===== src/rtl/beep_pkg.sv =====
// Shared mode encodings, default timing constants and counter sizing helper
// for the beep pattern generator.
package beep_pkg;

  typedef enum logic [1:0] {
    MODE_OFF   = 2'd0,
    MODE_CONT  = 2'd1,
    MODE_PULSE = 2'd2,
    MODE_ALARM = 2'd3
  } mode_e;

  localparam int unsigned DEF_TONE_A_HALF = 32'd25000;
  localparam int unsigned DEF_TONE_B_HALF = 32'd12500;
  localparam int unsigned DEF_GATE_MAX    = 32'd10000000;

  // Bits needed to count 0..max_v-1, never less than one.
  function automatic int unsigned cnt_width(input int unsigned max_v);
    return (max_v > 32'd1) ? $clog2(max_v) : 32'd1;
  endfunction

endpackage


===== src/rtl/tone_div.sv =====
// Half-period counter: wraps at a selectable terminal value and toggles a
// phase register on each wrap; synchronous clear overrides enable.
module tone_div #(
  parameter int unsigned W = 1
) (
  input  logic         clk,
  input  logic         rst_n,
  input  logic         clr,
  input  logic         en,
  input  logic [W-1:0] last,
  output logic         phase
);

  logic [W-1:0] cnt_r;
  logic         phase_r;

  // Counter and phase register
  always_ff @(posedge clk or negedge rst_n) begin
    if (!rst_n) begin
      cnt_r   <= {W{1'b0}};
      phase_r <= 1'b0;
    end else if (clr) begin
      cnt_r   <= {W{1'b0}};
      phase_r <= 1'b0;
    end else if (en) begin
      if (cnt_r == last) begin
        cnt_r   <= {W{1'b0}};
        phase_r <= ~phase_r;
      end else begin
        cnt_r   <= cnt_r + W'(1);
        phase_r <= phase_r;
      end
    end else begin
      cnt_r   <= cnt_r;
      phase_r <= phase_r;
    end
  end

  assign phase = phase_r;

endmodule


===== src/rtl/beep_pattern_gen.sv =====
// Key-stepped buzzer pattern generator: OFF -> CONT -> PULSE -> ALARM -> OFF,
// with a gate interval switching the tone off (PULSE) or to tone B (ALARM).
module beep_pattern_gen
  import beep_pkg::*;
#(
  parameter int unsigned TONE_A_HALF = DEF_TONE_A_HALF,
  parameter int unsigned TONE_B_HALF = DEF_TONE_B_HALF,
  parameter int unsigned GATE_MAX    = DEF_GATE_MAX
) (
  input  logic       sys_clk,
  input  logic       sys_rst_n,
  input  logic       key_filter,
  output logic       beep,
  output logic [1:0] mode
);

  localparam int unsigned TONE_MAX = (TONE_A_HALF > TONE_B_HALF) ? TONE_A_HALF : TONE_B_HALF;
  localparam int unsigned TONE_W   = cnt_width(TONE_MAX);
  localparam int unsigned GATE_W   = cnt_width(GATE_MAX);
  localparam logic [TONE_W-1:0] TONE_A_LAST = TONE_W'(TONE_A_HALF - 32'd1);
  localparam logic [TONE_W-1:0] TONE_B_LAST = TONE_W'(TONE_B_HALF - 32'd1);
  localparam logic [GATE_W-1:0] GATE_LAST   = GATE_W'(GATE_MAX - 32'd1);

  logic              key_d_r;
  logic              press_s;
  mode_e             mode_r;
  mode_e             mode_nxt_s;
  logic [GATE_W-1:0] gate_cnt_r;
  logic              gate_r;
  logic              gate_term_s;
  logic              gated_s;
  logic              tone_clr_s;
  logic              tone_en_s;
  logic [TONE_W-1:0] tone_last_s;
  logic              tone_phase_s;

  assign press_s     = key_filter & ~key_d_r;
  assign gate_term_s = (gate_cnt_r == GATE_LAST);
  assign gated_s     = (mode_r == MODE_PULSE) || (mode_r == MODE_ALARM);

  // Key delay register for rising-edge detection
  always_ff @(posedge sys_clk or negedge sys_rst_n) begin
    if (!sys_rst_n) begin
      key_d_r <= 1'b0;
    end else begin
      key_d_r <= key_filter;
    end
  end

  // Mode state register
  always_ff @(posedge sys_clk or negedge sys_rst_n) begin
    if (!sys_rst_n) begin
      mode_r <= MODE_OFF;
    end else begin
      mode_r <= mode_nxt_s;
    end
  end

  // Mode next-state: one advance per detected press
  always_comb begin
    mode_nxt_s = mode_r;
    if (press_s) begin
      case (mode_r)
        MODE_OFF:   mode_nxt_s = MODE_CONT;
        MODE_CONT:  mode_nxt_s = MODE_PULSE;
        MODE_PULSE: mode_nxt_s = MODE_ALARM;
        MODE_ALARM: mode_nxt_s = MODE_OFF;
        default:    mode_nxt_s = MODE_OFF;
      endcase
    end else begin
      mode_nxt_s = mode_r;
    end
  end

  // Gate interval counter; a mode change restarts it with the gate open
  always_ff @(posedge sys_clk or negedge sys_rst_n) begin
    if (!sys_rst_n) begin
      gate_cnt_r <= {GATE_W{1'b0}};
      gate_r     <= 1'b1;
    end else if (press_s || !gated_s) begin
      gate_cnt_r <= {GATE_W{1'b0}};
      gate_r     <= 1'b1;
    end else if (gate_term_s) begin
      gate_cnt_r <= {GATE_W{1'b0}};
      gate_r     <= ~gate_r;
    end else begin
      gate_cnt_r <= gate_cnt_r + GATE_W'(1);
      gate_r     <= gate_r;
    end
  end

  // Tone divider control; clearing on a gate toggle keeps each burst starting low
  always_comb begin
    tone_clr_s  = 1'b0;
    tone_en_s   = 1'b0;
    tone_last_s = TONE_A_LAST;
    if ((mode_r == MODE_ALARM) && !gate_r) begin
      tone_last_s = TONE_B_LAST;
    end else begin
      tone_last_s = TONE_A_LAST;
    end
    if (press_s) begin
      tone_clr_s = 1'b1;
    end else begin
      case (mode_r)
        MODE_OFF:   tone_clr_s = 1'b1;
        MODE_CONT:  tone_en_s  = 1'b1;
        MODE_PULSE: begin
          if (gate_term_s || !gate_r) begin
            tone_clr_s = 1'b1;
          end else begin
            tone_en_s = 1'b1;
          end
        end
        MODE_ALARM: begin
          if (gate_term_s) begin
            tone_clr_s = 1'b1;
          end else begin
            tone_en_s = 1'b1;
          end
        end
        default:    tone_clr_s = 1'b1;
      endcase
    end
  end

  tone_div #(
    .W (TONE_W)
  ) u_tone_div (
    .clk   (sys_clk),
    .rst_n (sys_rst_n),
    .clr   (tone_clr_s),
    .en    (tone_en_s),
    .last  (tone_last_s),
    .phase (tone_phase_s)
  );

  assign beep = tone_phase_s;
  assign mode = mode_r;

endmodule


===== config.mk =====
export PLATFORM = sky130hd
export DESIGN_NAME = beep_pattern_gen
export DESIGN_NICKNAME = d
export VERILOG_FILES = /design/src/rtl/beep_pkg.sv /design/src/rtl/tone_div.sv /design/src/rtl/beep_pattern_gen.sv
export SDC_FILE = /design/constraint.sdc
export NUM_CORES = 1
export LEC_CHECK = 0
export BUFFER_PORTS_ARGS = -buffer_cell sky130_fd_sc_hd__buf_4
export CORE_UTILIZATION = 47
export DETAILED_ROUTE_END_ITERATION = 8
export PLACE_DENSITY = 0.68
export SLEW_MARGIN = 20
export SYNTH_ARGS = -nofsm -noshare
export SYNTH_HDL_FRONTEND = slang
export SYNTH_SLANG_ARGS = --single-unit

===== constraint.sdc =====
create_clock -name sys_clk -period 2.1 [get_ports sys_clk]
set_clock_uncertainty 0.05 [all_clocks]
set_input_delay 0.315 -clock sys_clk [delete_from_list [all_inputs] [get_ports sys_clk]]
set_output_delay 0.315 -clock sys_clk [all_outputs]
set_load 0.01 [all_outputs]

==> impl_results.md, run 1 <==
* Setup crit start: mode[1]
* Post-synthesis register bit count at 44
* Vias/cell at 5.49
* Number of flops mapped to enable cells by yosys at 0
* Status: finished, final reports clean
* Overall Power at 2.45 mW
* Worst hold margin at around 93 ps
* Syn Std Cell Area at 2410 µm²
* Top FF cell, synth: dfrtp_1
* Hold WC Path Type: input port to flop
* Nets at 286
* Initial DRC count at 274
* Pins Over Slew Limit at 0
* Area taken by multi-input logic gates at 1260 µm²
* DP HPWL at 3250 µm
* Area Overhead vs Synth at 15.9%
* Num CTS Buffers at 5
* Logic pwr share at 0.300
* Hold worst-path end: key_d_r
* Row cnt at 25
* GR Layer Usage met2 at 0.306
* Reg2Reg Capture Point: u_tone_div.cnt_r[3]
* Switching share of power at 0.323
* Grt ovf at 0
* Reg2reg start: mode[1]
* Final period util at 0.947
* Number of global-route vias before repair at 1807
* Gr usage total at 0.194
* Cell taking the most area after synthesis: dfrtp_1
* Total internal power at 1.66 mW
* Synth Net Count at 264
* Crit path time final at 1990 ps
* Sequential fraction of design power at 0.388
* Commonest cells post-synth: dfrtp_1 (43), nor2_1 (38), nand3_1 (21)
* CP Capture Type: flop
* Largest net degree at the start of global routing at 45
* Number of I/O pins at 6
* Max-cap violation count at 0
* Setup WS post-layout at 111 ps
* Post-Route Utilization at 0.579
* Initial antenna violation count at 0
* Cell leakage power at 1.16 nW
* FF+latch area at roughly 1100 µm²
* Syn. warnings at 0
* Yosys cell types at 48
* Ys async rst share at 1.00
* Final setup violation count at 0
* Min-Delay Path Depth at 1
* Synth Area per Inst at ~9.4 µm²
* Pre-CTS setup slack at ~19 ps
* CTS max path bufs at 2
* Setup CP Type: flop to flop
* DR vias at 1898
* Final ANT Viol Nets at 0
* Flop2flop setup slack at approximately 110 ps
* Arr. time, crit path at 2130 ps
* Core outline area at 4820 µm²
* Pwr dens at 878 nW/µm²
* Ranking of synthesized cells by area: dfrtp_1 (45%), nor2_1 (5.9%), xor2_1 (4.7%)
* Final Hold Viols at 0
* Depth of the worst register-to-register path at 7
* DRT Wirelength at ~4900 µm
* Min-delay src: key_filter
* Clk root buf: clkbuf_8
* Mapped Cells at 256
* Peak supply drop at 0.353 mV
* Die W at 73.6 µm
* Pre-Repair DR Iteration Count at 4
* N_diodes at 0
* Slew HR at 0.626
* Worst skew pair latency at roughly 290 ps
* Post-synth top area share at 0.447
* Initial Utilization at 0.500
* Die Area at 5410 µm²
* Clock network fraction of total power at 0.312
* CTS sink count at 44
* Layout cells sized above 1 at 0.172
* Clock slew at reported path FFs at 90 ps
* Sequential-to-total area share from yosys stat at 0.458
* Global-route wire length before repair at 8190 µm
* Sum of negative setup slack at 0 ps
* Slew @ Worst Pin at 561 ps
* PortBufs at 5
* WL per Instance at 14.1 µm
* GRT Max-Usage Layer: met2
* Peak Freq at 0.503 GHz
* Die Span Y at 73.6 µm
* Data required, critical path at 2240 ps
* # DRC at 0
* Met3 Usage GRT at 0.0370
* CTS tree: built
* Startpoint Class: flop
* Final GP Congestion at 0.887
* Crit Path Max Fanout at 7
* Cell with the most instances after synthesis: dfrtp_1
* Fillers at 433
* H-Tree Level Count at 2
* NetSw at 792 µW
* Met1 Track Usage GR at 0.274
-- routing by layer --
layer	up-vias	part of all wire
met3	2	0.038
met4	0	0.0047
li1	943	-
met5	-	0
met1	913	0.49
met2	40	0.46
-- worst max path at each step --
stage | cells after the start | endpoint | slack (ps)
after floorplan | 9 | u_tone_div.cnt_r[5] | 180
after global placement | 7 | u_tone_div.cnt_r[3] | 100
after detailed placement | 7 | u_tone_div.cnt_r[2] | 20
after CTS | 7 | u_tone_div.cnt_r[3] | 60
after global routing | 7 | u_tone_div.cnt_r[3] | -8
final | 7 | u_tone_div.cnt_r[3] | 110
-- cells in the final DEF (no fill, tap or decap), types with 3 or more instances in the layout --
cell type,count
inv_1,10
xor2_1,13
a21oi_1,7
and4_1,3
nand3_1,21
xnor2_1,12
nor3_1,7
clkbuf_8,5
buf_4,19
dfrtp_1,42
nor2_1,37
nor4_2,3
nand4_1,5
ha_1,4
and3_1,8
a21o_1,3
o21ai_0,18
nand2_1,16
-- critical path: stages, from the launching register on --
cell and delay [ps]:
dfrtp_2 460, ha_1 220, nor2b_1 160, and4b_1 200, o211a_2 340, nor2_4 140
a21oi_1 80, a311oi_1 230
-- registers in the layout, indices dropped and copies added (netlist names) --
| register | flops |
|---|---|
| gate_cnt_r | 24 |
| u_tone_div.cnt_r | 15 |
| mode | 2 |
| gate_r | 1 |
| key_d_r | 1 |
| u_tone_div.phase | 1 |
-- cell families after synthesis --
logic type / synth area share
AND/OR/NAND/NOR: 0.278
XOR/XNOR: 0.0910
AO/OA/AOI/OAI: 0.107
flip-flops: 0.458
buffers and inverters: 0.0400
adder cells (fa/ha/maj): 0.0260
-- through the flow --
stage	std cells	area [µm²]
floorplan	256	2410
global route	346	2790
finish	346	2790
CTS	344	2730
global placement	335	2590
detailed placement	335	2590
-- repair_timing --
| action | CTS | global route |
|---|---|---|
| hold buffers | 1 | 0 |
| endpoints found under the hold margin | 43 | 0 |
| pin swaps | 0 | 1 |
| setup endpoints to repair | 2 | 33 |
| gates cloned | 0 | 1 |
| setup buffers | 0 | 1 |
| gates resized for setup | 1 | 11 |
-- cell type report --
type / count / area share
Tap cell: 67 / 0.0301
Clock inverter: 2 / 0.0215
Inverter: 10 / 0.0135
Multi-Input combinational cell: 196 / 0.451
Sequential cell: 44 / 0.396
Timing Repair Buffer: 21 / 0.0619
Clock buffer: 6 / 0.0260
-- power by group through the flow --
| stage | Sequential, mW | Clock (mW) | Combinational (mW) |
|---|---|---|---|
| 2_1_floorplan | 0.965 | 0 | 0.486 |
| 3_5_place_dp | 0.966 | 0 | 0.686 |
| 6_report | 0.950 | 0.764 | 0.735 |
| 3_3_place_gp | 0.956 | 0 | 0.679 |
| 4_1_cts | 0.947 | 0.775 | 0.698 |
| 5_1_grt | 0.959 | 0.811 | 0.818 |
(Power assumes the default switching activity.)
==> run 2, diff against run 1 <==
Settings changed: GPL_TIMING_DRIVEN from default to 0.
==> run 2 against run 1 <==
Die area unchanged; via count fell by 0.53%; combinational power rose by 9.7%; critical path type unchanged; first-iteration DRC count is 47% lower; non-clock buffer count did not move; hold slack lost 19 ps; cell area shrank 0.36%.
==> impl_results.md, run 2 (same netlist as run 1, synthesis figures left out) <==
* CP Capture Type: flop
* Worst skew pair latency at 300 ps (about the same)
* Core outline area at 4820 µm² (unchanged)
* Number of global-route vias before repair at 1761 (-2.5%)
* Num CTS Buffers at 5 (unchanged)
* Final Hold Viols at 0 (unchanged)
* Most common cell after layout, fill and taps aside: dfrtp_1
* Arr. time, crit path at 2100 ps (-30 ps)
* Placed Area at 2530 µm² (-2.3%)
* Global-route wire length before repair at 8090 µm (-1.2%)
* Startpoint Class: flop
* Final period util at 0.939 (-0.00833)
* Die W at 73.6 µm (unchanged)
* Nets at 285 (-0.35%)
* Max FFs per register at 24 (unchanged)
* H-Tree Level Count at 2 (unchanged)
* Total internal power at 1.50 mW (-9.5%)
* NetSw at 813 µW (+2.6%)
* Worst path cell trace: ha_1 > nor2b_1 > nor4_1 > o211a_1 > buf_6 > nand2_1 > xor2_1 > nor2_1
* Initial Utilization at 0.500 (unchanged)
* Setup CP Type: flop to flop
* Gr usage total at 0.196 (+0.00129)
* N_diodes at 0 (unchanged)
* Layout cells sized above 1 at 0.187 (+0.0150)
* Overall Power at 2.31 mW (-5.6%)
* Max-cap violation count at 0 (unchanged)
* Sequential fraction of design power at 0.415 (+0.027)
* PortBufs at 5 (unchanged)
* Peak Freq at 0.507 GHz (+0.89%)
* WP buf/inv at 1 (+1)
* Number of I/O pins at 6 (unchanged)
* Clk root buf: clkbuf_8
* Logic pwr share at 0.348 (+0.048)
* Pwr dens at 832 nW/µm² (-5.3%)
* Initial antenna violation count at 0 (unchanged)
* Crit path time final at 1970 ps (-17.5 ps)
* Vias/cell at 5.47 (-0.24%)
* Fillers at 443 (+2.3%)
* Die Area at 5410 µm² (unchanged)
* Clock network fraction of total power at 0.236 (-0.076)
* Initial DRC count at 146 (-47%)
* Clock slew at reported path FFs at 90 ps (about the same)
* RSZ-0062 raised after global routing: false
* Reg with most FFs: gate_cnt_r
* Final GP Congestion at 0.806 (-9.2%)
* Setup WS post-layout at 128 ps (+17.5 ps)
* CTS max path bufs at 2 (unchanged)
* Switching share of power at 0.351 (+0.0280)
* Data required, critical path at 2230 ps (about the same)
* Pins Over Slew Limit at 0 (unchanged)
* Crit Path Max Fanout at 10 (+3)
* DRT Wirelength at 4660 µm (-4.7%)
* Most frequent cells in the layout: dfrtp_1 (41), nor2_1 (37), nand3_1 (21)
* WL per Instance at 13.5 µm (-4.5%)
* Row cnt at 25 (unchanged)
* Status: finished, final reports clean
* Final setup violation count at 0 (unchanged)
* Peak supply drop at 0.415 mV (+17%)
* Largest net degree at the start of global routing at 45 (unchanged)
* # DRC at 0 (unchanged)
* Pre-Repair DR Iteration Count at 4 (unchanged)
* Slew HR at 0.640 (+0.0148)
* Die Span Y at 73.6 µm (unchanged)
* Slowest stage cell on the critical path: dfrtp_2
* Final Cell Area at 2780 µm² (-0.36%)
* Grt ovf at 0 (unchanged)
* Final ANT Viol Nets at 0 (unchanged)
* Crit-path leading delay family: simple AND/OR/NAND/NOR gates
* CTS sink count at 44 (unchanged)
* Slew @ Worst Pin at 539 ps (-22.2 ps)
* Hold WC Path Type: input port to flop
* Area Overhead vs Synth at 15.4%
* Slowest Stage Delay on Critical Path at 460 ps (about the same)
* Pre-CTS setup slack at -175 ps (-194 ps)
* CTS tree: built
* DP HPWL at 3210 µm (-1.1%)
* DR vias at 1888 (-0.53%)
* Cell leakage power at 1.18 nW (+1.0%)
-- run 2: changes by cell type in the layout (fill, tap and decap cells not counted), sizes merged --
cell	before	now
bufinv	2	0
o211a	2	1
clkinv	0	2
-- run 2: layout make-up --
class,instances,area [µm²],share of cell area
clock buffer,6,82.6,0.0297
tap,67,83.8,0.0302
timing repair buffer,14,108,0.0387
multi-input combinational,195,1290,0.463
sequential,44,1100,0.398
clock inverter,2,10.0,0.00360
inverter,10,37.5,0.0135
buffer,7,65.1,0.0234
-- run 2: final timing paths --
path                                      startpoint              endpoint  slack, ps  cells after the start
worst max-delay path                         mode[1]      u_tone_div.phase        130                      8
max in group asynchronous                  sys_rst_n               mode[1]       1130                      2
worst min register to register  u_tone_div.cnt_r[14]  u_tone_div.cnt_r[14]        490                      1
min in group asynchronous                  sys_rst_n        gate_cnt_r[19]        490                      2
worst min-delay path                      key_filter               key_d_r         70                      1
worst max register to register               mode[1]      u_tone_div.phase        130                      8
-- run 2: repair_timing --
action,4_1_cts,5_1_grt
pin swaps,2,7
hold buffers,1,0
setup buffers,1,7
endpoints found under the setup margin,30,38
endpoints found under the hold margin,43,0
resized for setup,4,17
-- run 2: layer usage --
metal	vias to the layer above	wire, µm	global-route usage	part of all wire
li1	943	-	-	-
met1	905	2320	0.268	0.50
met3	7	164	0.0412	0.035
met4	0	74	0.0769	0.016
met2	33	2110	0.303	0.45
met5	-	0	0	0
-- run 2: stage by stage --
step | hold slack (ps) | setup TNS [ps] | utilization | cells
floorplan | -30.6 | 0 | - | 256
global placement | 291 | -914 | 0.525 | 328
detailed placement | 294 | -1990 | 0.525 | 328
CTS | 69.1 | 0 | 0.553 | 338
global route | 66.2 | 0 | 0.577 | 345
finish | 74.5 | 0 | 0.577 | 345
-- run 2: power groups by stage --
stage / combinational [mW] / clock (mW) / sequential [mW]
2_1_floorplan: 0.486 / 0 / 0.965
3_3_place_gp: 0.656 / 0 / 0.967
3_5_place_dp: 0.668 / 0 / 0.969
4_1_cts: 0.706 / 0.572 / 0.951
5_1_grt: 0.896 / 0.600 / 0.970
6_report: 0.806 / 0.546 / 0.961
-- run 2: worst register-to-register path, delay by kind of cell, from the launching register on --
| family | cells | cell delay [ps] |
|---|---|---|
| fa+ha+maj | 1 | 230 |
| buf+inv | 1 | 160 |
| flops | 1 | 460 |
| simple gates | 4 | 560 |
| compound gates | 1 | 270 |
| xor+xnor | 1 | 130 |
==> run 3, diff against run 2 <==
Settings changed: SETUP_SLACK_MARGIN from default to 0.2, TNS_END_PERCENT from default to 10.
==> run 3 against run 2 <==
Hold slack barely moved; non-clock buffer count rose by 11; worst setup slack improved by 44 ps; fmax rose by 2.3%; sequential power barely moved; cell area rose by 6.5%; largest cell class unchanged.
==> impl_results.md, run 3 (same netlist as run 1, synthesis figures left out) <==
* Initial antenna violation count at 0 (unchanged)
* Grt ovf at 0 (unchanged)
* Max FFs per register at 24 (unchanged)
* N_diodes at 0 (unchanged)
* Vias/cell at 5.51 (+0.61%)
* DRT Wirelength at 4960 µm (+6.5%)
* Die W at 73.6 µm (unchanged)
* Min-Delay Path Depth at 1 (unchanged)
* CP Capture Type: flop
* Fin cells at 356 (+3.2%)
* Pwr dens at 848 nW/µm² (+1.9%)
* Startpoint Class: flop
* DP HPWL at 3210 µm (unchanged)
* Global-route wire length before repair at 8270 µm (+2.2%)
* Crit path time final at 1930 ps (-44.2 ps)
* Gr usage total at 0.200 (+0.00444)
* Final Cell Area at 2960 µm² (+6.5%)
* PortBufs at 5 (unchanged)
* Depth of the worst register-to-register path at 7 (-1)
* WP depth at 7 (-1)
* Sum of negative setup slack at 0 ps (unchanged)
* Slew @ Worst Pin at 538 ps (-0.894 ps)
* Status: finished, final reports clean
* Peak supply drop at 0.419 mV (+1.1%)
* Area taken by multi-input logic gates at 1360 µm² (+5.9%)
* DR vias at 1960 (+3.8%)
* Clk root buf: clkbuf_8
* Number of global-route vias before repair at 1839 (+4.4%)
* Slowest Stage Delay on Critical Path at 420 ps (-40 ps)
* Arr. time, crit path at 2060 ps (-40 ps)
* CTS tree: built
* Core outline area at 4820 µm² (unchanged)
* Most frequent cells in the layout: dfrtp_1 (38), nor2_1 (37), buf_4 (22)
* CTS sink count at 44 (unchanged)
* FF+latch area at 1110 µm² (+0.34%)
* Pins Over Slew Limit at 0 (unchanged)
* # DRC at 0 (unchanged)
* Final setup violation count at 0 (unchanged)
* Peak Freq at 0.519 GHz (+2.3%)
* Crit-path leading delay family: simple AND/OR/NAND/NOR gates
* Final ANT Viol Nets at 0 (unchanged)
* Final period util at 0.918 (-0.0210)
* Number of I/O pins at 6 (unchanged)
* Layout cells sized above 1 at 0.266 (+0.0794)
* Final Hold Viols at 0 (unchanged)
* Placed Area at 2530 µm² (unchanged)
* Final GP Congestion at 0.806 (unchanged)
* Pre-Repair DR Iteration Count at 4 (unchanged)
* Reg with most FFs: gate_cnt_r
* Largest net degree at the start of global routing at 45 (unchanged)
* RSZ-0062 raised after global routing: true
* Die Span Y at 73.6 µm (unchanged)
* Initial Utilization at 0.500 (unchanged)
* Worst path cell trace: or3b_1 > nor4_2 > o211a_4 > nor2_4 > buf_4 > a22oi_1 > nor2_1
* Initial DRC count at 139 (-4.8%)
* Data required, critical path at 2230 ps (about the same)
* Cell leakage power at 1.23 nW (+5.0%)
* Area Overhead vs Synth at 22.9%
* Most common cell after layout, fill and taps aside: dfrtp_1
* Num CTS Buffers at 5 (unchanged)
* Clock slew at reported path FFs at 90 ps (about the same)
* Hold WC Path Type: input port to flop
* H-Tree Level Count at 2 (unchanged)
* CTS max path bufs at 2 (unchanged)
* Worst skew pair latency at 300 ps (about the same)
* Row cnt at 25 (unchanged)
* Die Area at 5410 µm² (unchanged)
* Placed cells at 328 (unchanged)
* Setup CP Type: flop to flop
* Max-cap violation count at 0 (unchanged)
* Crit Path Max Fanout at 4 (-6)
* Fillers at 409 (-7.7%)
* Slowest stage cell on the critical path: dfrtp_1
* Slew HR at 0.641 (about the same)
* WL per Instance at 13.9 µm (+3.2%)
* WP buf/inv at 1 (unchanged)
* Nets at 296 (+3.9%)
run 3: cell types whose count changed in the layout (fill, tap and decap cells not counted), moves of 3 or more:
cell	change
dfrtp_2	+3
o21ai_0	-9
dfrtp_1	-3
buf_6	+4
o21ai_1	+8
buf_4	+7
run 3: final cells by class:
type                       count  area share
clock inverter                 2     0.00338
tap                           67      0.0283
inverter                      10      0.0127
sequential                    44       0.375
clock buffer                   6      0.0279
buffer                         7      0.0254
timing repair buffer          25      0.0668
multi-input combinational    195       0.461
run 3: worst paths after layout:
check / from / end / slack [ps]
setup / recovery: u_tone_div.cnt_r[4] / u_tone_div.cnt_r[1] / 170
max in group asynchronous: sys_rst_n / u_tone_div.cnt_r[2] / 1110
hold reg to reg: u_tone_div.cnt_r[14] / u_tone_div.cnt_r[14] / 470
setup reg to reg: u_tone_div.cnt_r[4] / u_tone_div.cnt_r[1] / 170
min in group asynchronous: sys_rst_n / gate_cnt_r[19] / 490
hold / removal: key_filter / key_d_r / 70
run 3: layer usage:
| metal | share of wire | up-vias | global-route usage |
|---|---|---|---|
| li1 | - | 963 | - |
| met1 | 0.48 | 955 | 0.266 |
| met2 | 0.47 | 35 | 0.320 |
| met3 | 0.035 | 7 | 0.0412 |
| met4 | 0.015 | 0 | 0.0769 |
| met5 | 0 | - | 0 |
run 3: report_power, final:
part	total (mW)	leakage [nW]	switching, mW	internal, mW
logic	1.00	0.586	0.534	0.466
registers	0.964	0.597	0.0661	0.898
clock network	0.545	0.0510	0.283	0.263
run 3: stage by stage:
stage                      util  hold WS [ps]  setup slack (ps)  power [mW]
after floorplan               -         -30.6               180        1.45
after global placement    0.525           291              -116        1.62
after detailed placement  0.525           294              -175        1.64
after CTS                 0.578          69.1               179        2.38
after global routing      0.614          66.5              84.6        2.67
final                     0.614          74.7               173        2.51
run 3: worst register-to-register path: cells and delay by family (launching register included):
| family | cells | cell delay (ps) |
|---|---|---|
| compound gates | 2 | 400 |
| buf+inv | 1 | 120 |
| flops | 1 | 420 |
| simple gates | 4 | 820 |
run 3: timing repair:
action / CTS / global route
setup endpoints to repair: 40 / 38
setup buffers: 10 / 8
hold endpoints to repair: 43 / 0
hold buffers: 1 / 0
pin swaps: 6 / 18
cloned: 0 / 1
gates resized for setup: 15 / 38
